File: config.mk
export PLATFORM = sky130hd
export DESIGN_NAME = wb_test_monitor
export DESIGN_NICKNAME = d
export VERILOG_FILES = /design/src/rtl/tmon_pkg.sv /design/src/rtl/tmon_channel.sv /design/src/rtl/wb_test_monitor.sv
export SDC_FILE = /design/constraint.sdc
export NUM_CORES = 1
export LEC_CHECK = 0
export CAP_MARGIN = 10
export CORE_ASPECT_RATIO = 0.9
export CORE_MARGIN = 2
export CORE_UTILIZATION = 34
export DETAILED_ROUTE_END_ITERATION = 12
export GPL_TIMING_DRIVEN = 1
export HOLD_SLACK_MARGIN = 0.1
export PLACE_DENSITY = 0.61
export SKIP_LAST_GASP = 1
export SYNTH_ARGS = -nofsm -noshare
export SYNTH_HDL_FRONTEND = slang
export SYNTH_SLANG_ARGS = --single-unit
File: constraint.sdc
create_clock -name clock -period 3 [get_ports clock]
set_input_delay 0.6 -clock clock [delete_from_list [all_inputs] [get_ports clock]]
set_output_delay 0.6 -clock clock [all_outputs]
set_load 0.02 [all_outputs]
File: src/rtl/tmon_pkg.sv
// rtl/tmon_pkg.sv - shared encodings and register map for the test monitor
package tmon_pkg;

    typedef enum logic [2:0] {
        ST_IDLE = 3'd0,
        ST_RUN  = 3'd1,
        ST_PASS = 3'd2,
        ST_FAIL = 3'd3,
        ST_TMO  = 3'd4
    } tmon_state_e;

    typedef enum logic [1:0] {
        CMD_START = 2'd0,
        CMD_CKPT  = 2'd1,
        CMD_PASS  = 2'd2,
        CMD_FAIL  = 2'd3
    } tmon_cmd_e;

    localparam logic [7:0] OFF_CTRL    = 8'h00;
    localparam logic [7:0] OFF_TIMEOUT = 8'h04;
    localparam logic [7:0] OFF_SUMMARY = 8'h08;
    localparam logic [7:0] OFF_CH0     = 8'h10;
    localparam logic [7:0] VERSION     = 8'h01;

    // Decode is on word address, so the maps are compared on bits [7:2].
    localparam logic [5:0] IDX_CTRL    = OFF_CTRL[7:2];
    localparam logic [5:0] IDX_TIMEOUT = OFF_TIMEOUT[7:2];
    localparam logic [5:0] IDX_SUMMARY = OFF_SUMMARY[7:2];
    localparam logic [5:0] IDX_CH0     = OFF_CH0[7:2];

    function automatic logic is_terminal(input tmon_state_e s);
        return (s == ST_PASS) || (s == ST_FAIL) || (s == ST_TMO);
    endfunction

endpackage

File: src/rtl/tmon_channel.sv
// rtl/tmon_channel.sv - one test channel: verdict FSM, checkpoint counter, watchdog
module tmon_channel
    import tmon_pkg::*;
#(
    parameter int TIMEOUT_W = 24
) (
    input  logic                 clock,
    input  logic                 resetb,
    input  logic                 clear_i,
    input  logic                 cmd_valid_i,
    input  logic [1:0]           cmd_i,
    input  logic [3:0]           required_i,
    input  logic [TIMEOUT_W-1:0] timeout_i,
    output tmon_state_e          state_o,
    output logic [3:0]           ckpt_o,
    output logic [3:0]           required_o
);

    tmon_state_e          state_q, state_d;
    logic [3:0]           ckpt_q, ckpt_d;
    logic [3:0]           req_q, req_d;
    logic [TIMEOUT_W-1:0] wd_q, wd_d;
    logic                 wd_en_q, wd_en_d;
    tmon_cmd_e            cmd;

    always_comb begin
        state_d = state_q;
        ckpt_d  = ckpt_q;
        req_d   = req_q;
        wd_d    = wd_q;
        wd_en_d = wd_en_q;
        cmd     = tmon_cmd_e'(cmd_i);
        if (clear_i) begin
            state_d = ST_IDLE;
            ckpt_d  = '0;
            req_d   = '0;
            wd_d    = '0;
            wd_en_d = 1'b0;
        end else if (cmd_valid_i) begin
            // A command on the expiry cycle wins, so expiry sits in the last branch.
            if (cmd == CMD_START) begin
                state_d = ST_RUN;
                ckpt_d  = '0;
                req_d   = required_i;
                wd_d    = timeout_i;
                wd_en_d = |timeout_i;
            end else if (state_q == ST_IDLE) begin
                state_d = ST_FAIL;
            end else if (state_q == ST_RUN) begin
                case (cmd)
                    CMD_CKPT: begin
                        if (ckpt_q != 4'hF) ckpt_d = ckpt_q + 4'd1;
                        wd_d    = timeout_i;
                        wd_en_d = |timeout_i;
                    end
                    CMD_PASS: state_d = (ckpt_q >= req_q) ? ST_PASS : ST_FAIL;
                    CMD_FAIL: state_d = ST_FAIL;
                    default:  ;
                endcase
            end
        end else if ((state_q == ST_RUN) && wd_en_q) begin
            if (wd_q == '0) state_d = ST_TMO;
            else            wd_d    = wd_q - TIMEOUT_W'(1);
        end
    end

    always_ff @(posedge clock or negedge resetb) begin
        if (!resetb) begin
            state_q <= ST_IDLE;
            ckpt_q  <= '0;
            req_q   <= '0;
            wd_q    <= '0;
            wd_en_q <= 1'b0;
        end else begin
            state_q <= state_d;
            ckpt_q  <= ckpt_d;
            req_q   <= req_d;
            wd_q    <= wd_d;
            wd_en_q <= wd_en_d;
        end
    end

    assign state_o    = state_q;
    assign ckpt_o     = ckpt_q;
    assign required_o = req_q;

endmodule

File: src/rtl/wb_test_monitor.sv
// rtl/wb_test_monitor.sv - Wishbone-mapped multi-channel self-test verdict monitor
module wb_test_monitor
    import tmon_pkg::*;
#(
    parameter int          CHANNELS        = 2,
    parameter int          TIMEOUT_W       = 24,
    parameter int unsigned DEFAULT_TIMEOUT = 70000
) (
    input  logic        clock,
    input  logic        resetb,
    input  logic        wbs_cyc_i,
    input  logic        wbs_stb_i,
    input  logic        wbs_we_i,
    input  logic [31:0] wbs_adr_i,
    input  logic [31:0] wbs_dat_i,
    input  logic [3:0]  wbs_sel_i,
    output logic        wbs_ack_o,
    output logic [31:0] wbs_dat_o,
    output logic        fail_o,
    output logic        pass_o,
    output logic        done_o,
    output logic        irq_o
);

    logic                 ack_q, ack_d;
    logic [31:0]          dat_q, dat_d;
    logic [TIMEOUT_W-1:0] timeout_q, timeout_d;
    logic                 pass_q, fail_q, done_q, irq_q;
    logic [CHANNELS-1:0]  term_q;

    logic                 bus_req, wr_en, clear;
    logic [5:0]           adr_idx;
    logic [31:0]          rdata;
    logic [CHANNELS-1:0]  pass_mask, fail_mask, term_mask;
    tmon_state_e          ch_state [CHANNELS];
    logic [3:0]           ch_ckpt  [CHANNELS];
    logic [3:0]           ch_req   [CHANNELS];
    logic [31:0]          ch_rdata [CHANNELS];
    logic                 unused_bits;

    assign adr_idx = wbs_adr_i[7:2];
    assign bus_req = wbs_cyc_i & wbs_stb_i & ~ack_q;
    // Writes land on the ack cycle, while the master still holds address and data.
    assign wr_en   = ack_q & wbs_cyc_i & wbs_stb_i & wbs_we_i & wbs_sel_i[0];
    assign clear   = wr_en && (adr_idx == IDX_CTRL) && wbs_dat_i[0];

    assign ack_d     = bus_req;
    assign dat_d     = bus_req ? rdata : 32'h0;
    assign timeout_d = (wr_en && (adr_idx == IDX_TIMEOUT)) ? wbs_dat_i[TIMEOUT_W-1:0] : timeout_q;

    for (genvar n = 0; n < CHANNELS; n++) begin : g_ch
        tmon_channel #(
            .TIMEOUT_W (TIMEOUT_W)
        ) u_ch (
            .clock       (clock),
            .resetb      (resetb),
            .clear_i     (clear),
            .cmd_valid_i (wr_en && (adr_idx == IDX_CH0 + 6'(n))),
            .cmd_i       (wbs_dat_i[1:0]),
            .required_i  (wbs_dat_i[7:4]),
            .timeout_i   (timeout_q),
            .state_o     (ch_state[n]),
            .ckpt_o      (ch_ckpt[n]),
            .required_o  (ch_req[n])
        );
        assign ch_rdata[n]  = {20'h0, ch_req[n], ch_ckpt[n], 1'b0, ch_state[n]};
        assign pass_mask[n] = (ch_state[n] == ST_PASS);
        assign fail_mask[n] = (ch_state[n] == ST_FAIL) || (ch_state[n] == ST_TMO);
        assign term_mask[n] = is_terminal(ch_state[n]);
    end

    always_comb begin
        rdata = 32'h0;
        if (adr_idx == IDX_CTRL)         rdata = {16'h0, 8'(CHANNELS), VERSION};
        else if (adr_idx == IDX_TIMEOUT) rdata = 32'(timeout_q);
        else if (adr_idx == IDX_SUMMARY) rdata = {16'h0, 8'(fail_mask), 8'(pass_mask)};
        for (int n = 0; n < CHANNELS; n++) begin
            if (adr_idx == IDX_CH0 + 6'(n)) rdata = ch_rdata[n];
        end
    end

    always_ff @(posedge clock or negedge resetb) begin
        if (!resetb) begin
            ack_q     <= 1'b0;
            dat_q     <= 32'h0;
            timeout_q <= TIMEOUT_W'(DEFAULT_TIMEOUT);
            pass_q    <= 1'b0;
            fail_q    <= 1'b0;
            done_q    <= 1'b0;
            irq_q     <= 1'b0;
            term_q    <= '0;
        end else begin
            ack_q     <= ack_d;
            dat_q     <= dat_d;
            timeout_q <= timeout_d;
            pass_q    <= &pass_mask;
            fail_q    <= |fail_mask;
            done_q    <= &term_mask;
            term_q    <= term_mask;
            // A channel is newly terminal when it was not terminal one cycle earlier.
            irq_q     <= |(term_mask & ~term_q);
        end
    end

    assign wbs_ack_o = ack_q;
    assign wbs_dat_o = dat_q;
    assign pass_o    = pass_q;
    assign fail_o    = fail_q;
    assign done_o    = done_q;
    assign irq_o     = irq_q;

    assign unused_bits = &{1'b0, wbs_adr_i[31:8], wbs_adr_i[1:0], wbs_sel_i[3:1], wbs_dat_i};

endmodule

==> impl_metrics.py, run 1 <==
metrics = {
    "outcome": {
        "outcome": "finished, final reports clean",
    },
    "clock_tree": {
        "numCtsBuffers": 17,
        "clk_latency_ps": 420,
        "cts_root_buffer": "clkbuf_16",
        "cts_buffer_depth": 2,
        "postCtsSetupBuffers": 0,
        "clock-sinks": 127,
        "htreeDepth": 4,
        "path_clk_slew_ps": 50,
        "cts_hold_buf": 0,
        "postCtsResizedCells": 0,
        "cts_tree": "done",
    },
    "synth": {
        "yosysSeqAreaShare": 0.451,
        "synth.avg_cell_area_sq_um": 9.33,
        "synthFlopType": "dfrtp_1",
        "syn_inst": 758,
        "async_flop_share": 1.00,
        "synth_edf_count": 0,
        "yosysUniqueCellTypes": 70,
        "ys_ff_latch": 127,
        "yosysWarnings": 0,
        "syn_area_sq_mm": 0.00707,
    },
    "grt": {
        "overflow": 0,
        "grt_use_met3": 0.0354,
        "first_global_vias": 6028,
        "antenna_found_initial": 0,
        "grtUsageMet2": 0.295,
        "grt_max_degree": 47,
        "grt_pass1_wl_microns": 33500,
        "grt_usage": 0.197,
        "top_usage_layer": "met2",
        "grt_use_met1": 0.286,
    },
    "timing": {
        "max_freq_mhz": 384,
        "rsz0062_at_grt": "no",
        "holdWs_ps": 201,
        "post-route-period-util": 0.869,
        "slew-limit-headroom": 0.339,
        "finalSetupViolCount": 0,
        "post-route-min-period_ps": 2610,
        "slew_violations": 0,
        "hold_violations": 0,
        "worstMarginPinSlew_ps": 985,
        "tns_ps": 0,
        "fin_skew_ps": 7.85,
    },
    "placed_design": {
        "io_buffers": 64,
        "placed_cell_area_sq_mm": 0.00820,
        "gp_routability_congestion": 0.898,
        "dp_cells": 1085,
        "post-dp-hpwl_microns": 14800,
    },
    "die": {
        "ios": 110,
        "dieArea_sq_mm": 0.0220,
        "fp.dieW_microns": 156,
        "placementRows": 50,
        "die_y_microns": 141,
        "start_util": 0.344,
        "core_area_sq_mm": 0.0206,
    },
    "pwr": {
        "total_power_mw": 4.11,
        "p_leak_nw": 3.76,
        "p_per_area_mw_per_mm2": 465,
        "ir_drop_mv": 0.294,
    },
    "setup_path": {
        "path_max_fanout": 6,
        "critPathArrivalTime_ps": 2940,
        "cp_num_buf_inv": 1,
        "slowest_stage": "or4b_2",
        "crit_chain": "inv_1 > ha_1 > or4b_2 > nor2_1 > and3_1 > and2_1 > a22oi_1 > o21ai_0",
        "cp-start-kind": "register",
        "cp_top_family": "simple AND/OR/NAND/NOR gates",
        "crit_required_ps": 3340,
        "cp_slowest_stage_delay_ps": 700,
        "cp-end-kind": "register",
        "critPathKind": "register to register",
    },
    "finish": {
        "area_delta_synth_final_pct": 25.0,
        "layout_commonest_cell": "dfrtp_1",
        "stdcell_count": 1117,
        "final_layout_size_suffix_gt1_frac": 0.153,
        "layout_common_cells": "121 x dfrtp_1, 82 x o21ai_0, 71 x nor2_1",
        "postLayoutCellArea_sq_mm": 0.00884,
        "nets": 934,
        "num_antenna_cells": 0,
    },
    "drt": {
        "dr.pass1.iters": 5,
        "avgViaCountPerCell": 5.70,
        "drc": 0,
        "ant_nets": 0,
        "drt-total-wl_microns": 21000,
        "routedWlPerCell_microns": 18.8,
        "drt_iter0_drc": 700,
        "via_count": 6363,
    },
    "hold_path": {
        "min_path_type": "input pin to asynchronous set/reset pin",
    },
    "job": {
        "max_cap_viol_count": 0,
    },
}
-- layout make-up --
type | count | area, sq um
Fill cell | 1945 | 11700
Multi-Input combinational cell | 566 | 3560
Clock inverter | 8 | 126
Tap cell | 260 | 325
Inverter | 23 | 86.3
Timing Repair Buffer | 109 | 1040
Sequential cell | 127 | 3190
Clock buffer | 24 | 512
-- per-stage QoR --
stage           util  setup slack (ps)
4_1_cts        0.429               431
3_5_place_dp   0.398              26.6
6_report       0.429               393
5_1_grt        0.429               256
3_3_place_gp   0.398              80.0
2_1_floorplan      -               748
-- worst paths after layout --
| kind | from | end | slack [ps] | cells after the start |
|---|---|---|---|---|
| min in group clock | term_q[1] | irq_o | 430 | 1 |
| min reg2reg | term_q[1] | irq_o | 430 | 1 |
| max | g_ch[1].u_ch.wd_q[0] | g_ch[1].u_ch.wd_q[22] | 390 | 8 |
| max reg2reg | g_ch[1].u_ch.wd_q[0] | g_ch[1].u_ch.wd_q[22] | 390 | 8 |
| min | resetb | wbs_dat_o[10] | 200 | 1 |
| max in group asynchronous | resetb | timeout_q[12] | 2000 | 2 |
-- flip-flops by register name (all words and copies together) (netlist names), 2 cells and up --
| signal | cells |
|---|---|
| g_ch.u_ch.wd_q | 48 |
| g_ch.u_ch.required_o | 8 |
| wbs_dat_o | 24 |
| term_q | 2 |
| g_ch.u_ch.wd_en_q | 2 |
| g_ch.u_ch.state_o | 6 |
| timeout_q | 24 |
| g_ch.u_ch.ckpt_o | 8 |
-- cell families after synthesis --
group           Yosys count  synth area share
fa+ha+maj                17            0.0301
buf+inv                  72            0.0510
flops                   127             0.451
other cells               1          0.000530
compound gates          247             0.224
simple gates            268             0.202
mux                      26            0.0414
-- cell usage after synthesis, drive strengths merged (7+ instances only) --
library cell | n | area [sq um]
a21oi | 59 | 322
a222oi | 7 | 70.1
a22oi | 15 | 113
a31oi | 10 | 62.6
a32o | 12 | 120
and2 | 17 | 106
and3 | 13 | 82.6
buf | 31 | 204
clkbuf | 18 | 70.1
dfrtp | 121 | 3030
ha | 17 | 213
inv | 23 | 86.3
mux2 | 26 | 293
nand2 | 49 | 186
nand2b | 9 | 56.3
nand3 | 21 | 118
nand4 | 10 | 62.6
nor2 | 73 | 274
nor3 | 29 | 156
nor4 | 20 | 176
o21ai | 91 | 467
o31ai | 7 | 52.6
-- where the power goes --
part / switching, mW / internal, mW / leakage, nW / total [mW]
sequential: 0.00811 / 1.72 / 1.72 / 1.73
clock: 0.767 / 1.44 / 0.305 / 2.21
combinational: 0.106 / 0.0738 / 1.74 / 0.180
-- per-layer routing --
layer	part of all wire	vias to the layer above	wire length, microns
met1	0.47	3112	9790
met5	0	-	0
met2	0.46	238	9560
li1	-	2976	-
met3	0.055	37	1150
met4	0.023	0	486
Power figures use the tool's default switching activity.
==> run 2, diff against run 1 <==
--- a/config.mk
+++ b/config.mk
@@ -13,7 +13,9 @@
 export GPL_TIMING_DRIVEN = 1
 export HOLD_SLACK_MARGIN = 0.1
 export PLACE_DENSITY = 0.61
+export SETUP_SLACK_MARGIN = 0.3
 export SKIP_LAST_GASP = 1
 export SYNTH_ARGS = -nofsm -noshare
 export SYNTH_HDL_FRONTEND = slang
+export SYNTH_HIERARCHICAL = 1
 export SYNTH_SLANG_ARGS = --single-unit
==> run 2 against run 1 <==
Compared with the run above: global-route usage increased by 0.16 points; worst setup slack hardly changed; clock power decreased by 3%; combinational power increased to 8.3 times the previous value; worst hold slack got worse by 75 ps; design area is 5.6% higher; largest cell class unchanged; register-to-register slack improved by 70 ps; critical path type is now input pin to register; highest routed layer unchanged; cell count rose by 4.8%; first-iteration DRC count shrank 35%.
==> impl_metrics.py, run 2 <==
metrics = {
    "synth": {
        "synth.avg_cell_area_sq_um": 9.50,
        "syn_area_sq_mm": 0.00723,
        "yosysMostFrequentCell": "dfrtp_1",
        "synthFlopType": "dfrtp_1",
        "yosysSeqAreaShare": 0.441,
        "ys_ff_latch": 127,
        "synthTopCellsByCount": "121 x dfrtp_1, 54 x a21oi_1, 53 x nand2_1, 53 x o21ai_0, 51 x nor2_1",
        "async_flop_share": 1.00,
        "synth_edf_count": 0,
        "syn_inst": 761,
        "synth_area_leaders": "dfrtp_1 42%, mux2_4 4.2%, a21oi_1 3.7%, o21ai_0 3.7%, nor4_1 3.0%",
        "synth_top_area_frac": 0.419,
        "yosysUniqueCellTypes": 75,
        "yosys.area.top_type": "dfrtp_1",
        "yosysWarnings": 6,
    },
    "clock_tree": {
        "clk_latency_ps": 430,
        "clock-sinks": 127,
        "path_clk_slew_ps": 60,
        "cts_root_buffer": "clkbuf_16",
        "cts_hold_buf": 0,
        "htreeDepth": 4,
        "numCtsBuffers": 17,
        "cts_tree": "done",
        "cts_buffer_depth": 2,
    },
    "drt": {
        "dr.pass1.iters": 5,
        "ant_nets": 0,
        "drc": 0,
        "avgViaCountPerCell": 5.57,
        "routedWlPerCell_microns": 18.6,
        "drt_iter0_drc": 454,
        "drt-total-wl_microns": 21800,
        "via_count": 6523,
    },
    "setup_path": {
        "reg2reg_depth": 6,
        "r2r-start": "g_ch[0].u_ch/wd_q[14]",
        "crit_chain": "dlygate4sd2_1 > or4_4 > nor3_4 > buf_4 > nor2b_2 > a211oi_4 > buf_6 > o21ai_4 > o311a_1 > a211o_1",
        "cp-start-kind": "input pin",
        "startpoint": "wbs_adr_i[4]",
        "critPathArrivalTime_ps": 2920,
        "cp_slowest_stage_delay_ps": 570,
        "cp_top_family": "compound AO/OA/AOI/OAI gates",
        "cp_num_buf_inv": 3,
        "rrSetupSlack_ps": 460,
        "cp-end-kind": "register",
        "rr_endpoint": "g_ch[0].u_ch/wd_q[14]",
        "critPathCapture": "g_ch[0].u_ch/wd_q[12]",
        "path_max_fanout": 5,
        "crit_required_ps": 3310,
        "cp.depth": 10,
        "slowest_stage": "or4_4",
        "critPathKind": "input pin to register",
    },
    "timing": {
        "slew-limit-headroom": 0.396,
        "rsz0062_at_grt": "no",
        "post-route-period-util": 0.869,
        "max_freq_mhz": 384,
        "slew_violations": 0,
        "hold_violations": 0,
        "holdWs_ps": 126,
        "tns_ps": 0,
        "fin_skew_ps": 9.09,
        "worstMarginPinSlew_ps": 895,
        "timing.final.ws_setup_ps": 393,
        "post-route-min-period_ps": 2610,
        "finalSetupViolCount": 0,
    },
    "die": {
        "placementRows": 50,
        "fp.dieW_microns": 158,
        "die_y_microns": 142,
        "dieArea_sq_mm": 0.0224,
        "core_area_sq_mm": 0.0208,
        "ios": 110,
        "start_util": 0.347,
    },
    "finish": {
        "fill_cells": 1991,
        "num_antenna_cells": 0,
        "postLayoutCellArea_sq_mm": 0.00934,
        "top_register": "g_ch.u_ch/wd_q",
        "stdcell_count": 1171,
        "area_delta_synth_final_pct": 29.2,
        "layout_common_cells": "121 x dfrtp_1, 68 x buf_4, 55 x clkdlybuf4s50_1",
        "layout_commonest_cell": "dfrtp_1",
        "final_layout_size_suffix_gt1_frac": 0.212,
        "final_util": 0.448,
        "nets": 959,
        "largest_reg_flops": 48,
    },
    "pwr": {
        "internal-power_mw": 3.91,
        "seq_power_share": 0.365,
        "p_switching_mw": 1.86,
        "comb_power_share": 0.261,
        "p_per_area_mw_per_mm2": 617,
        "ir_drop_mv": 0.391,
        "total_power_mw": 5.76,
        "p_leak_nw": 4.16,
        "p_clk_frac": 0.374,
        "swShare": 0.322,
    },
    "placed_design": {
        "dp_cells": 1135,
        "gp_routability_congestion": 0.872,
        "post-dp-hpwl_microns": 15300,
        "pre_cts_ws_ps": -217,
        "placed_cell_area_sq_mm": 0.00861,
        "io_buffers": 64,
    },
    "job": {
        "max_cap_viol_count": 0,
    },
    "grt": {
        "grt_usage": 0.199,
        "antenna_found_initial": 0,
        "first_global_vias": 6132,
        "grt_max_degree": 53,
        "grt_pass1_wl_microns": 34300,
        "overflow": 0,
    },
    "outcome": {
        "outcome": "finished, final reports clean",
    },
    "hold_path": {
        "min_path_type": "input pin to asynchronous set/reset pin",
    },
}
[run 2: cell count changes in the layout (fill, tap and decap cells not counted), moves of 13 or more]
| cell | change |
|---|---|
| o21ai_0 | -34 |
| buf_4 | +27 |
| nor2_1 | -21 |
| mux2_2 | -20 |
| mux2_4 | +20 |
| nor4_1 | +19 |
| and2_1 | -13 |
[run 2: timing repair]
action | CTS | global route
pin swaps | 5 | 8
cloned | 1 | 0
buffers inserted | 1 | 2
setup endpoints to repair | 21 | 48
resized for setup | 21 | 14
[run 2: cells by family after synthesis]
family          after synthesis  share of synthesized area
compound gates              220                      0.205
xor+xnor                      1                    0.00121
fa+ha+maj                    14                     0.0242
buf+inv                      80                     0.0519
flops                       127                      0.441
mux                          28                     0.0535
other cells                   1                   0.000519
simple gates                290                      0.222
[run 2: final cells by class]
cell class / instances / area [sq um] / area share
Tap cell: 286 / 358 / 0.0383
Clock inverter: 12 / 158 / 0.0169
Timing Repair Buffer: 139 / 1270 / 0.137
Sequential cell: 127 / 3190 / 0.341
Clock buffer: 20 / 457 / 0.0489
Inverter: 25 / 93.8 / 0.0101
Multi-Input combinational cell: 562 / 3810 / 0.408
[run 2: worst min-delay path by stage]
| stage | from | end | slack [ps] | cells after the start |
|---|---|---|---|---|
| after global placement | term_q[1] | irq_o | 400 | 1 |
| after global routing | resetb | g_ch[1].u_ch/ckpt_o[2] | 140 | 1 |
| final | resetb | g_ch[1].u_ch/ckpt_o[2] | 130 | 1 |
| after CTS | resetb | g_ch[1].u_ch/ckpt_o[2] | 120 | 1 |
| after floorplan | resetb | done_o | 300 | 0 |
| after detailed placement | term_q[1] | irq_o | 410 | 1 |
[run 2: metal layers]
layer | part of all wire | wire [microns] | GRT usage | up-vias
met5 | 0 | 0 | 0 | -
met4 | 0.016 | 340 | 0.0636 | 0
met3 | 0.064 | 1400 | 0.0429 | 28
met2 | 0.45 | 9710 | 0.295 | 243
met1 | 0.47 | 10300 | 0.289 | 3180
li1 | - | - | - | 3072
[run 2: power by group through the flow]
| stage | sequential (mW) | combinational, mW | clock, mW |
|---|---|---|---|
| detailed placement | 2.11 | 1.30 | 0 |
| global route | 2.13 | 1.66 | 2.27 |
| finish | 2.10 | 1.50 | 2.15 |
| floorplan | 2.06 | 0.942 | 0 |
| global placement | 2.11 | 1.29 | 0 |
| CTS | 2.09 | 1.43 | 2.20 |
==> run 3, diff against run 2 <==
--- a/config.mk
+++ b/config.mk
@@ -9,10 +9,11 @@
 export CORE_ASPECT_RATIO = 0.9
 export CORE_MARGIN = 2
 export CORE_UTILIZATION = 34
+export CTS_BUF_LIST = sky130_fd_sc_hd__clkbuf_2
 export DETAILED_ROUTE_END_ITERATION = 12
 export GPL_TIMING_DRIVEN = 1
 export HOLD_SLACK_MARGIN = 0.1
-export PLACE_DENSITY = 0.61
+export PLACE_DENSITY = 0.56
 export SETUP_SLACK_MARGIN = 0.3
 export SKIP_LAST_GASP = 1
 export SYNTH_ARGS = -nofsm -noshare
==> run 3 against run 2 <==
Compared with the run above: cell count grew 0.60%; worst setup slack gained 35 ps; core utilization shrank 2.0 points; combinational power shrank 5%; via count shrank 0.87%; sequential cell count is the same; critical path depth shrank 4; largest cell class unchanged; clock-buffer cell count shrank 1.
==> impl_metrics.py, run 3 (synthesized netlist as in run 2, its figures left out) <==
metrics = {
    "job": {
        "max_cap_viol_count": 0,
    },
    "timing": {
        "slew-limit-headroom": 0.372,
        "slew_violations": 0,
        "hold_violations": 0,
        "rsz0062_at_grt": "no",
        "finalSetupViolCount": 0,
        "post-route-min-period_ps": 2570,
        "fin_skew_ps": 34.7,
        "post-route-period-util": 0.857,
        "worstMarginPinSlew_ps": 930,
        "max_freq_mhz": 389,
    },
    "die": {
        "start_util": 0.347,
        "ios": 110,
        "placementRows": 50,
        "dieArea_sq_mm": 0.0224,
        "core_area_sq_mm": 0.0208,
        "die_y_microns": 142,
        "fp.dieW_microns": 158,
    },
    "drt": {
        "routedWlPerCell_microns": 18.5,
        "avgViaCountPerCell": 5.49,
        "dr.pass1.iters": 5,
        "drt_iter0_drc": 646,
        "ant_nets": 0,
        "drc": 0,
        "drt-total-wl_microns": 21800,
        "via_count": 6466,
    },
    "finish": {
        "layout_commonest_cell": "dfrtp_1",
        "nets": 965,
        "stdcell_count": 1178,
        "largest_reg_flops": 48,
        "layout_common_cells": "121 x dfrtp_1, 77 x buf_4, 63 x clkdlybuf4s50_1",
        "area_delta_synth_final_pct": 23.3,
        "final_util": 0.428,
        "top_register": "g_ch.u_ch/wd_q",
        "final_layout_size_suffix_gt1_frac": 0.210,
    },
    "clock_tree": {
        "htreeDepth": 4,
        "cts_buffer_depth": 2,
        "postCtsSetupBuffers": 0,
        "numCtsBuffers": 17,
        "path_clk_slew_ps": 200,
        "cts_tree": "done",
        "clk_latency_ps": 720,
        "clock-sinks": 127,
        "cts_root_buffer": "clkbuf_2",
    },
    "setup_path": {
        "reg2reg_depth": 6,
        "critPathKind": "register to register",
        "r2r-start": "g_ch[0].u_ch/wd_q[15]",
        "rrSetupSlack_ps": 430,
        "critPathArrivalTime_ps": 3150,
        "startpoint": "g_ch[0].u_ch/wd_q[15]",
        "path_max_fanout": 9,
        "cp-start-kind": "register",
        "critPathCapture": "g_ch[0].u_ch/wd_q[7]",
        "crit_required_ps": 3580,
        "cp-end-kind": "register",
        "rr_endpoint": "g_ch[0].u_ch/wd_q[7]",
    },
    "grt": {
        "antenna_found_initial": 1,
        "first_global_vias": 6079,
        "grt_pass1_wl_microns": 34600,
        "grt_usage": 0.202,
        "overflow": 0,
        "grt_max_degree": 45,
    },
    "placed_design": {
        "dp_cells": 1143,
        "io_buffers": 64,
        "gp_routability_congestion": 0.849,
        "post-dp-hpwl_microns": 15500,
    },
    "pwr": {
        "total_power_mw": 4.55,
        "p_per_area_mw_per_mm2": 510,
        "p_leak_nw": 3.97,
        "ir_drop_mv": 0.328,
    },
    "outcome": {
        "outcome": "finished, final reports clean",
    },
    "hold_path": {
        "min_path_type": "input pin to asynchronous set/reset pin",
    },
}
==> run 3: cell count changes in the layout (fill, tap and decap cells not counted), moves of 4 or more <==
cell             before  now
o311ai_0              7   12
clkdlybuf4s50_1      55   63
clkbuf_2              0   19
o21ai_1               5    0
buf_4                68   77
o311ai_1              4    0
clkbuf_16            17    0
o21ai_0              48   53
dlymetal6s2s_1        5    0
clkinv_2              2    7
==> run 3: layout make-up <==
type	count	area [sq um]
fillers	2045	11900
clock inverters	13	123
well taps	286	358
diodes	1	2.50
repair buffers	145	1290
multi-input cells	562	3770
flip-flops and latches	127	3190
clock buffers	19	95.1
inverters	25	93.8
==> run 3: report_power, final <==
| part | total (mW) | switching [mW] | internal [mW] |
|---|---|---|---|
| clock | 1.04 | 0.665 | 0.376 |
| combinational | 1.42 | 0.806 | 0.612 |
| sequential | 2.09 | 0.203 | 1.88 |
| total | 4.55 | 1.67 | 2.87 |
==> run 3: stage by stage <==
step | hold slack (ps) | setup TNS (ps) | area [sq um] | setup WS, ps
floorplan | 304 | 0 | 7350 | 288
global placement | 423 | -9880 | 8660 | -267
detailed placement | 419 | -9510 | 8660 | -263
CTS | 277 | 0 | 8890 | 312
global route | 290 | 0 | 8910 | 285
finish | 313 | 0 | 8910 | 428
==> run 3: how the worst min path moves through the flow <==
stage	start	end	slack [ps]	depth (start not counted)
floorplan	resetb	done_o	300	0
global placement	term_q[1]	irq_o	420	1
detailed placement	term_q[1]	irq_o	420	1
CTS	resetb	g_ch[1].u_ch/ckpt_o[2]	280	2
global route	resetb	g_ch[1].u_ch/ckpt_o[2]	290	2
finish	resetb	g_ch[1].u_ch/ckpt_o[2]	310	2
==> run 3: worst max-delay path, cell delays in order (launching register included) <==
cell     delay (ps)
dfrtp_1         460
or4_4           590
or4_1           680
o21ai_4         290
a21o_4          170
buf_4           160
o21ai_0         100
==> run 3: routing by layer <==
metal  track usage  vias to the layer above  routed length, microns
li1              -                     3100                       -
met1         0.304                     3148                   10900
met2         0.297                      198                    9430
met3        0.0408                       20                    1120
met4        0.0512                        0                     310
met5             0                        -                       0
==> run 3: what timing repair did <==
action | in CTS | in global routing
endpoints found under the hold margin | 41 | 0
hold buffers | 1 | 0
endpoints found under the setup margin | 0 | 18
resized for setup | 0 | 3
